File: config.mk
export PLATFORM = sky130hd
export DESIGN_NAME = branch_resolve
export DESIGN_NICKNAME = d
export VERILOG_FILES = /design/src/rtl/branch_resolve.sv
export SDC_FILE = /design/constraint.sdc
export NUM_CORES = 1
export LEC_CHECK = 0
export CAP_MARGIN = 20
export CORE_ASPECT_RATIO = 1.5
export CORE_UTILIZATION = 50
export CTS_CLUSTER_SIZE = 12
export DETAILED_ROUTE_END_ITERATION = 10
export DONT_BUFFER_PORTS = 1
export PLACE_DENSITY = 0.7
export REMOVE_ABC_BUFFERS = 1
export SKIP_LAST_GASP = 1
export SLEW_MARGIN = 10
export SYNTH_ARGS = -nofsm -noshare
export SYNTH_HDL_FRONTEND = slang
export SYNTH_SLANG_ARGS = --single-unit
File: constraint.sdc
create_clock -name clk -period 1.7 [get_ports clk]
set_clock_uncertainty 0.1 [all_clocks]
set_input_delay 0.085 -clock clk [delete_from_list [all_inputs] [get_ports clk]]
set_output_delay 0.085 -clock clk [all_outputs]
set_load 0.05 [all_outputs]
File: src/rtl/branch_resolve.sv
// Branch/jump resolution: taken decode, redirect target, flush window.
// Optional stats counters under BRANCH_RESOLVE_STATS_EN.
module branch_resolve #(
    parameter int DATA_W       = 32,
    parameter int FLUSH_CYCLES = 2
) (
    input  logic              clk,
    input  logic              rst_n,
    input  logic              valid_in,
    input  logic              stall,
    input  logic              is_branch,
    input  logic              is_jal,
    input  logic              is_jalr,
    input  logic [2:0]        funct3,
    input  logic              BrEQ,
    input  logic              BrLT,
    input  logic [DATA_W-1:0] pc_in,
    input  logic [DATA_W-1:0] imm,
    input  logic [DATA_W-1:0] rs1,
    output logic              BrUN,
    output logic              pc_sel,
    output logic [DATA_W-1:0] target,
    output logic              flush,
    output logic              misalign,
    output logic              illegal
`ifdef BRANCH_RESOLVE_STATS_EN
    ,
    output logic [31:0]       br_cnt,
    output logic [31:0]       taken_cnt
`endif
);

    typedef enum logic {IDLE, FLUSH} state_t;

    localparam logic [2:0] CNT_INIT = 3'(FLUSH_CYCLES - 1);
    localparam logic [DATA_W-1:0] LSB_CLR = ~DATA_W'(1);

    state_t            state_q, state_d;
    logic [2:0]        cnt_q, cnt_d;
    logic              pc_sel_q, pc_sel_d;
    logic              mis_q, mis_d;
    logic              ill_q, ill_d;
    logic [DATA_W-1:0] tgt_q, tgt_d;

    logic              accept;
    logic              taken;
    logic              bad_f3;
    logic [DATA_W-1:0] tgt_pc;
    logic [DATA_W-1:0] tgt_jr;
    logic [DATA_W-1:0] tgt;

    assign BrUN   = is_branch & funct3[1];
    assign tgt_pc = pc_in + imm;
    assign tgt_jr = (rs1 + imm) & LSB_CLR;
    assign accept = valid_in & ~stall & (state_q == IDLE);

    always_comb begin
        taken  = 1'b0;
        bad_f3 = 1'b0;
        tgt    = tgt_pc;
        unique case (1'b1)
            is_jal: taken = 1'b1;
            is_jalr: begin
                taken = 1'b1;
                tgt   = tgt_jr;
            end
            is_branch: begin
                unique case (funct3)
                    3'b000:         taken  = BrEQ;
                    3'b001:         taken  = ~BrEQ;
                    3'b100, 3'b110: taken  = BrLT;
                    3'b101, 3'b111: taken  = ~BrLT;
                    3'b010, 3'b011: bad_f3 = 1'b1;
                endcase
            end
            default: ;
        endcase
    end

    always_comb begin
        state_d  = state_q;
        cnt_d    = cnt_q;
        pc_sel_d = 1'b0;
        mis_d    = 1'b0;
        ill_d    = 1'b0;
        tgt_d    = tgt_q;
        unique case (state_q)
            IDLE: begin
                if (accept) begin
                    ill_d = bad_f3;
                    // Bit 1 set means a non-4-byte-aligned target: trap, no redirect
                    if (taken && tgt[1]) begin
                        mis_d = 1'b1;
                    end else if (taken) begin
                        pc_sel_d = 1'b1;
                        tgt_d    = tgt;
                        state_d  = FLUSH;
                        cnt_d    = CNT_INIT;
                    end
                end
            end
            FLUSH: begin
                if (cnt_q == 3'd0) begin
                    state_d = IDLE;
                end else begin
                    cnt_d = cnt_q - 3'd1;
                end
            end
            default: state_d = IDLE;
        endcase
    end

    always_ff @(posedge clk or negedge rst_n) begin
        if (!rst_n) begin
            state_q  <= IDLE;
            cnt_q    <= 3'd0;
            pc_sel_q <= 1'b0;
            mis_q    <= 1'b0;
            ill_q    <= 1'b0;
            tgt_q    <= '0;
        end else begin
            state_q  <= state_d;
            cnt_q    <= cnt_d;
            pc_sel_q <= pc_sel_d;
            mis_q    <= mis_d;
            ill_q    <= ill_d;
            tgt_q    <= tgt_d;
        end
    end

    assign pc_sel   = pc_sel_q;
    assign target   = tgt_q;
    assign flush    = (state_q == FLUSH);
    assign misalign = mis_q;
    assign illegal  = ill_q;

`ifdef BRANCH_RESOLVE_STATS_EN
    logic [31:0] br_cnt_q;
    logic [31:0] tk_cnt_q;

    always_ff @(posedge clk or negedge rst_n) begin
        if (!rst_n) begin
            br_cnt_q <= '0;
            tk_cnt_q <= '0;
        end else begin
            if (accept && is_branch) br_cnt_q <= br_cnt_q + 32'd1;
            if (pc_sel_d)            tk_cnt_q <= tk_cnt_q + 32'd1;
        end
    end

    assign br_cnt    = br_cnt_q;
    assign taken_cnt = tk_cnt_q;
`endif

endmodule

==> metrics.md, run 1 <==
| Metric | Value |
|---|---|
| Hold depth | 3 |
| DP HPWL | approximately 15,000 microns |
| Final Wtd Congestion | 0.9857 |
| GRT Util Overall | between 30% and 40% |
| Layout Nets | 1,046 |
| Vias in the first global route | 6,422 |
| Clock net sink count | 39 |
| Power Dens Cells | 988.7 nW/um^2 |
| Tightest Pin Transition | around 0.56 ns |
| Latest clock arrival within the worst-skew pair | ~0.29 ns |
| TNS Setup | -12.55 ns |
| Fmax achieved | roughly 0.4 GHz |
| Asr flop ratio synth | 100.0% |
| Worst Hold Class | in -> reg |
| Initial antenna violation count | 0 |
| GRT Residual Overflow | 0 |
| Fin. max-slew vios | 0 |
| Status | finished, violations left |
| Sequential cell area | around 980 sq um |
| Avg Cell Area, Syn | roughly 7.8 sq um |
| Crit path DAT | between 2 and 3 ns |
| Total CTS buffers | 5 |
| Fillers | about 610 |
| Startpoint types | input port |
| Clock transition at the registers of the reported paths | roughly 0.060 ns |
| Crit path time final | around 2.4 ns |
| DR WL/cell | 21.42 microns |
| DR iter-0 viols | between 200 and 300 |
| Diode count | 0 |
| # rows | 44 |
| Sequential area share after synthesis | 19.53% |
| Tcrit/Tclk final | 144.0% |
| Critical path fanouts, max | 3 |
| Maximum vdd drop | 0.001017 V |
| Critical Path RT | approximately 1.8 ns |
| DRC viols | 0 |
| Final setup fails | 26 |
| Die Area | ~10,000 sq um |
| TritonCTS clock tree | built |
| Crit Path Class | in -> reg |
| R2r worst-path depth | 8 |
| Synth-to-layout area growth | 58.23% |
| Clock Path Buffers | 2 |
| Fin. Hold Viols | 0 |
| Worst Setup End Kind | register |
| Detailed Route WL | between 20,000 and 25,000 microns |
| CORE AREA | slightly below 10,000 sq um |
| Yosys warnings | 0 |
| H-tree depth | 2 |
| Global-route wire length before repair | a little over 30,000 microns |
| Yosys cell types | 64 |
| P_leak | 3.703 nW |
| Yosys top cell by area | dfrtp_1 |
| Post-synth top cells | a21oi_1 (82), nand2_1 (70), ha_1 (63) |
| Most common cell in the synthesized netlist | a21oi_1 |
| DR pass1 iterations | 5 |
| Largest cells by area after synthesis | dfrtp_1 (20%), ha_1 (16%), a21oi_1 (8.2%) |
| Clock root buffer | clkbuf_16 |
| Mapped Area | approximately 5000 sq um |
| Multi-input logic area | 4627 sq um |
| Top_reg_cell synth | dfrtp_1 |
| EDFF count, synth | 0 |
| Share of the synthesized area in the top cell type | a little under 20% |
| Die height | about 120 microns |
| Worst hold slack | ~0.019 ns |
| Max Cap Viol | 0 |
| Initial Util | 51.56% |
| Post-Syn Instances | 644 |
| Finished Core Util | between 80% and 90% |
| Yosys reg bits | 39 |
| Via count | between 6k and 7k |
| Die span in x | about 84 microns |
| Failing checks | negative setup slack |
| RSZ-0062 raised after global routing | true |
| Antenna viol nets, final | 0 |
| Relative slew slack | a little over three fifths |
| Via density | approximately 6.3 |
| IO Port Bufs | 0 |
| Layout cells sized above 1 | between 40% and 50% |
| Worst Setup Slack post-DPL | -1.235 ns |
| Largest net degree at the start of global routing | 40 |
| I/O Pins | 145 |
| Setup WS post-layout | -0.7480 ns |
==> routing by layer <==
layer	vias up	global-route usage [%]	share of wire (%)	wire (microns)
met5	-	0	0	0
met4	0	33.40	11	2239
met3	147	4.771	5.5	1167
met2	346	68.29	52	10940
met1	2912	34.96	32	6839
li1	2848	-	-	-
==> logic make-up after synthesis <==
| family | synth area share [%] |
|---|---|
| compound gates | 30.30 |
| simple gates | 19.51 |
| flops | 19.53 |
| mux | 1.478 |
| buf+inv | 2.780 |
| xor+xnor | 9.817 |
| fa+ha+maj | 16.58 |
==> critical path, cell delays in order <==
cell	delay, ns
ha_4	0.15
fa_2	0.37
a211oi_2	0.22
buf_4	0.17
o211ai_1	0.15
o211a_1	0.21
buf_6	0.14
o2111ai_2	0.15
o211a_1	0.25
o21ai_1	0.08
a21oi_1	0.16
xnor2_1	0.08
a221o_1	0.31
==> through the flow <==
step           total power, W  cells  instance area [sq um]
5_1_grt              0.008152    989                   7905
6_report             0.007816    989                   7905
3_5_place_dp         0.005991    955                   6683
2_1_floorplan        0.004414    625                   4925
4_1_cts              0.007383    981                   7430
3_3_place_gp         0.005902    955                   6683
==> layout make-up <==
class	count	share of cell area (%)
Tap cell	115	1.820
Clock buffer	5	1.583
Multi-Input combinational cell	568	58.53
Clock inverter	3	0.5540
Timing Repair Buffer	241	24.31
Inverter	18	0.8547
Sequential cell	39	12.35
==> flip-flops by register name, indices dropped and copies added, names as in the netlist <==
| name | cells |
|---|---|
| cnt_q | 3 |
| pc_sel | 1 |
| illegal | 1 |
| misalign | 1 |
| target | 32 |
| flush | 1 |
==> power by group <==
group / total [W] / internal (W) / switching [W]
sequential: 0.00195 / 0.00132 / 0.000628
combinational: 0.00478 / 0.00197 / 0.00281
clock: 0.00109 / 0.000692 / 0.000397
==> layout by cell type (no fill, tap or decap), drive strengths merged, types with 6 or more instances in the layout <==
master	instances
buf	236
a21oi	82
nand2	70
ha	63
o21ai	53
nor2	50
dfrtp	39
xnor2	36
a21o	21
nand3	20
xor2	20
inv	18
a211oi	12
o211ai	10
and3	9
nor3	8
nand4	7
or3	7
o21bai	7
o21a	6
and2	6
==> what timing repair did <==
| action | in CTS | in global routing |
|---|---|---|
| setup buffers | 11 | 16 |
| pin swaps | 72 | 56 |
| resized for setup | 81 | 82 |
| hold buffers | 7 | 0 |
| hold endpoints to repair | 61 | 0 |
| endpoints found under the setup margin | 27 | 29 |
==> final timing paths <==
path                                             start                     end  slack (ns)
worst max-delay path                          pc_in[0]  target[26]$_DFFE_PN0P_       -0.75
worst min-delay path                           is_jalr  target[29]$_DFFE_PN0P_        0.02
worst max register to register         flush$_DFF_PN0_  target[24]$_DFFE_PN0P_           0
worst min register to register  target[21]$_DFFE_PN0P_  target[21]$_DFFE_PN0P_        0.39
max in group asynchronous                        rst_n   target[8]$_DFFE_PN0P_        1.12
min in group asynchronous                        rst_n  target[31]$_DFFE_PN0P_        0.17
Power figures use the tool's default switching activity.
==> inputs of run 2 (changes only) <==
--- a/config.mk
+++ b/config.mk
@@ -7,11 +7,11 @@
 export LEC_CHECK = 0
 export CAP_MARGIN = 20
 export CORE_ASPECT_RATIO = 1.5
-export CORE_UTILIZATION = 50
+export CORE_UTILIZATION = 55
 export CTS_CLUSTER_SIZE = 12
 export DETAILED_ROUTE_END_ITERATION = 10
 export DONT_BUFFER_PORTS = 1
-export PLACE_DENSITY = 0.7
+export PLACE_DENSITY = 0.75
 export REMOVE_ABC_BUFFERS = 1
 export SKIP_LAST_GASP = 1
 export SLEW_MARGIN = 10
==> run 2 against run 1 <==
Net effect: the run now fails in global routing; synthesized cell count stayed put; synthesized area unchanged.
==> metrics.md, run 2 <==
| Metric | Value |
|---|---|
| Avg Cell Area, Syn | 7.758 sq um (unchanged) |
| GRT Util Overall | between 80% and 90% |
| Error msg | [ERROR GRT-0232] Routing congestion too high. Check the congestion heatmap in the GUI. |
| Kind of the worst endpoint | register data pin |
| Mapped Area | 4996 sq um (unchanged) |
| Largest net degree at the start of global routing | 40 |
| GRT Residual Overflow | 159 |
| # rows | 42 (-4.5%) |
| Worst_ep grt | target[28]$_DFFE_PN0P_/D |
| Initial Util | 56.59% (+5.0 points) |
| Yosys top cell by area | dfrtp_1 |
| Last stage | global routing |
| I/O Pins | 145 (unchanged) |
| Largest cells by area after synthesis | dfrtp_1 (20%), ha_1 (16%), a21oi_1 (8.2%) |
| DP HPWL | 15,250 microns (+3.2%) |
| Clock root buffer | clkbuf_16 |
| Top_reg_cell synth | dfrtp_1 |
| IO Port Bufs | 0 (unchanged) |
| Die height | 118.7 microns (-4.6%) |
| Post-Syn Instances | 644 (unchanged) |
| Yosys cell types | 64 (unchanged) |
| Total CTS buffers | 5 (unchanged) |
| EDFF count, synth | 0 (unchanged) |
| Share of the synthesized area in the top cell type | 19.53% (unchanged) |
| Most common cell in the synthesized netlist | a21oi_1 |
| Post-synth top cells | a21oi_1 (82), nand2_1 (70), ha_1 (63) |
| Final Wtd Congestion | 0.9940 (+0.84%) |
| Yosys reg bits | 39 (unchanged) |
| Yosys warnings | 0 (unchanged) |
| Die span in x | 79.82 microns (-4.5%) |
| Clock net sink count | 39 (unchanged) |
| H-tree depth | 2 (unchanged) |
| Worst Setup Slack post-DPL | -1.296 ns (-0.06160 ns) |
| Placed Area | 6706 sq um (+0.36%) |
| Sequential area share after synthesis | 19.53% (unchanged) |
| Asr flop ratio synth | 100.0% (unchanged) |
| Clock Path Buffers | 2 (unchanged) |
| Status | aborted with a tool error |
-- run 2: what timing repair did --
item                                    4_1_cts
resized for setup                           129
setup buffers                                18
hold buffers                                  7
endpoints found under the hold margin        59
cloned                                        0
pin swaps                                   100
endpoints found under the setup margin       27
-- run 2: logic make-up after synthesis --
logic type               share of synthesized area (%)
flip-flops                                       19.53
adder cells (fa/ha/maj)                          16.58
AND/OR/NAND/NOR                                  19.51
AO/OA/AOI/OAI                                    30.30
multiplexers                                     1.478
buffers and inverters                            2.780
XOR/XNOR                                         9.817
-- run 2: per-layer routing --
layer | GRT overflow | track usage [%]
met5 | 0 | 4.118
met4 | 51 | 93.08
met3 | 4 | 59.77
met2 | 101 | 100.5
met1 | 3 | 78.44
-- run 2: through the flow --
step | instances | hold WS, ns
2_1_floorplan | 625 | -0.3106
3_3_place_gp | 954 | -0.3099
3_5_place_dp | 954 | -0.3101
4_1_cts | 984 | 0.008227
==> inputs of run 3 (changes only) <==
--- a/config.mk
+++ b/config.mk
@@ -6,12 +6,10 @@
 export NUM_CORES = 1
 export LEC_CHECK = 0
 export CAP_MARGIN = 20
-export CORE_ASPECT_RATIO = 1.5
-export CORE_UTILIZATION = 55
-export CTS_CLUSTER_SIZE = 12
+export CORE_UTILIZATION = 40
 export DETAILED_ROUTE_END_ITERATION = 10
 export DONT_BUFFER_PORTS = 1
-export PLACE_DENSITY = 0.75
+export PLACE_DENSITY_LB_ADDON = 0.15
 export REMOVE_ABC_BUFFERS = 1
 export SKIP_LAST_GASP = 1
 export SLEW_MARGIN = 10
==> run 3 against run 2 <==
Net effect: the flow now finishes, with violations (negative hold slack, negative setup slack).
==> metrics.md, run 3 (synthesis gave the netlist of run 1 again) <==
| Metric | Value |
|---|---|
| Status | finished, violations left |
| Failing checks | negative hold slack, negative setup slack |
| GRT Util Overall | between 20% and 30% |
| Largest net degree at the start of global routing | 40 |
| Synth-to-layout area growth | 57.88% |
| Tightest Pin Transition | about 0.54 ns |
| Relative slew slack | between 60 and 70% |
| Worst Hold Class | in -> reg |
| Antenna viol nets, final | 0 |
| Crit path DAT | between 2 and 3 ns |
| Global-route wire length before repair | just under 30,000 microns |
| Power Total | approximately 0.0076 W |
| Worst Setup End Kind | register |
| Flop pwr share | between 20% and 30% |
| Startpoint types | input port |
| Via density | ~5.7 |
| DR iter-0 viols | ~450 |
| Critical Path RT | between 1.5 and 2 ns |
| Max Cap Viol | 0 |
| Crit Path Class | in -> reg |
| Switch share | around half |
| Clock power frac | between 10% and 20% |
| Initial Util | 41.25% (-15 points) |
| Worst-path cell chain | ha_4 -> fa_2 -> a211oi_2 -> o211ai_1 -> o211a_1 -> buf_4 -> o2111ai_1 -> o211a_1 -> o21ai_1 -> a21oi_1 -> xnor2_1 -> a221o_1 |
| Top cell by count, worst path | o211a_1 |
| GRT Residual Overflow | 0 |
| Final setup fails | 24 |
| Final Wtd Congestion | 0.9232 (-7.1%) |
| Design Area, Final | 7888 sq um |
| Die height | 113.8 microns (-4.2%) |
| Setup WS post-layout | -0.7352 ns |
| Fin. Hold Viols | 1 |
| Switching pwr | 0.003684 W |
| Worst hold start | is_jalr |
| Latest clock arrival within the worst-skew pair | ~0.28 ns |
| CORE AREA | between 10,000 and 15,000 sq um |
| DR WL/cell | roughly 19 microns |
| Worst hold slack | -0.01266 ns |
| DP HPWL | 14,410 microns (-5.5%) |
| Tcrit/Tclk final | 143.2% |
| Initial antenna violation count | 0 |
| Vias in the first global route | ~6k |
| Total CTS buffers | 5 (unchanged) |
| Layout Nets | about 1.0k |
| CP max stage delay | roughly 0.34 ns |
| DR pass1 iterations | 5 |
| CP startpoint | pc_in[0] |
| Clock transition at the registers of the reported paths | about 0.06 ns |
| DRC viols | 0 |
| Detailed Route WL | about 19,000 microns |
| Fmax achieved | 0.4106 GHz |
| Clock root buffer | clkbuf_16 |
| Max FFs per register | 32 |
| Layout cells sized above 1 | ~40% |
| Power Dens Cells | 963.5 nW/um^2 |
| Clock net sink count | 39 (unchanged) |
| Most common cell after layout, fill and taps aside | buf_4 |
| Commonest non-fill, non-tap cells in the layout | buf_4 (208), nand2_1 (67), a21oi_1 (60), nor2_1 (48), ha_1 (47) |
| # rows | 40 (-4.8%) |
| Via count | 5,942 |
| Crit path time final | 2.435 ns |
| IO Port Bufs | 0 (unchanged) |
| P_leak | between 3 and 4 nW |
| RSZ-0062 raised after global routing | true |
| Maximum vdd drop | 0.0005607 V |
| Finished Core Util | roughly two thirds |
| Clock Path Buffers | 2 (unchanged) |
| Placed Area | 6699 sq um (-0.11%) |
| H-tree depth | 2 (unchanged) |
| Die span in x | 113.8 microns (+43%) |
| Fin. max-slew vios | 0 |
| Internal Dissipation | 0.003916 W |
| Worst path slowest cell | fa_2 |
| Combinational power share | a little under three fifths |
| Critical path fanouts, max | 3 |
| Diode count | 0 |
| I/O Pins | 145 (unchanged) |
| Reg2reg start | flush$_DFF_PN0_ |
| Worst Setup Slack post-DPL | -1.313 ns (-0.01682 ns) |
| Die Area | around 13,000 sq um |
| TritonCTS clock tree | built |
| Fillers | roughly 1.0k |
## run 3: final timing paths
path / end / slack [ns] / cells after the start
max reg2reg: target[25]$_DFFE_PN0P_ / -0.05 / 7
min reg2reg: target[19]$_DFFE_PN0P_ / 0.39 / 2
min: target[16]$_DFFE_PN0P_ / -0.01 / 3
max: target[26]$_DFFE_PN0P_ / -0.74 / 12
max in group asynchronous: target[28]$_DFFE_PN0P_ / 1.11 / 2
min in group asynchronous: target[9]$_DFFE_PN0P_ / 0.20 / 2
## run 3: what timing repair did
| action | in CTS | in global routing |
|---|---|---|
| buffers inserted | 18 | 8 |
| hold endpoints to repair | 62 | 1 |
| gates resized for setup | 116 | 39 |
| endpoints found under the setup margin | 27 | 27 |
| hold buffers | 7 | 1 |
| pin swaps | 84 | 61 |
## run 3: layout make-up
type	instances	area, sq um	share of cell area (%)
inverters	18	67.56	0.8566
multi-input cells	568	4599	58.31
flip-flops and latches	39	975.9	12.37
repair buffers	233	1857	23.54
clock inverters	2	38.79	0.4918
clock buffers	6	138.9	1.761
well taps	168	210.2	2.665
## run 3: per-layer routing
metal / track usage, % / wire length (microns) / part of all wire [%] / up-vias
met5: 0 / 0 / 0 / -
met4: 9.123 / 391 / 2.0 / 0
met3: 5.526 / 1497 / 7.8 / 35
met2: 49.31 / 9075 / 47 / 270
met1: 38.02 / 8291 / 43 / 2805
li1: - / - / - / 2832
## run 3: power by group through the flow
| stage | Sequential, W | Clock (W) | Combinational [W] |
|---|---|---|---|
| final | 0.00215 | 0.00113 | 0.00433 |
| after global routing | 0.00218 | 0.00120 | 0.00463 |
| after CTS | 0.00214 | 0.00114 | 0.00414 |
| after detailed placement | 0.00216 | 0 | 0.00375 |
| after global placement | 0.00215 | 0 | 0.00368 |
| after floorplan | 0.00282 | 0 | 0.00160 |
## run 3: worst max-delay path: cells and delay by family
family	cells	cell delay, ns
AOI/OAI and AO/OA	8	1.67
adders and majority gates	2	0.48
buffers and inverters	1	0.18
xor gates and xnor gates	1	0.08
## run 3: stage by stage
step	hold slack [ns]	TNS [ns]	std cells
floorplan	-0.3106	-27.34	625
global placement	-0.3098	-23.30	1001
CTS	0.01032	-9.691	1031
detailed placement	-0.3098	-24.58	1001
global route	-0.0005226	-12.38	1034
finish	-0.01266	-10.59	1034
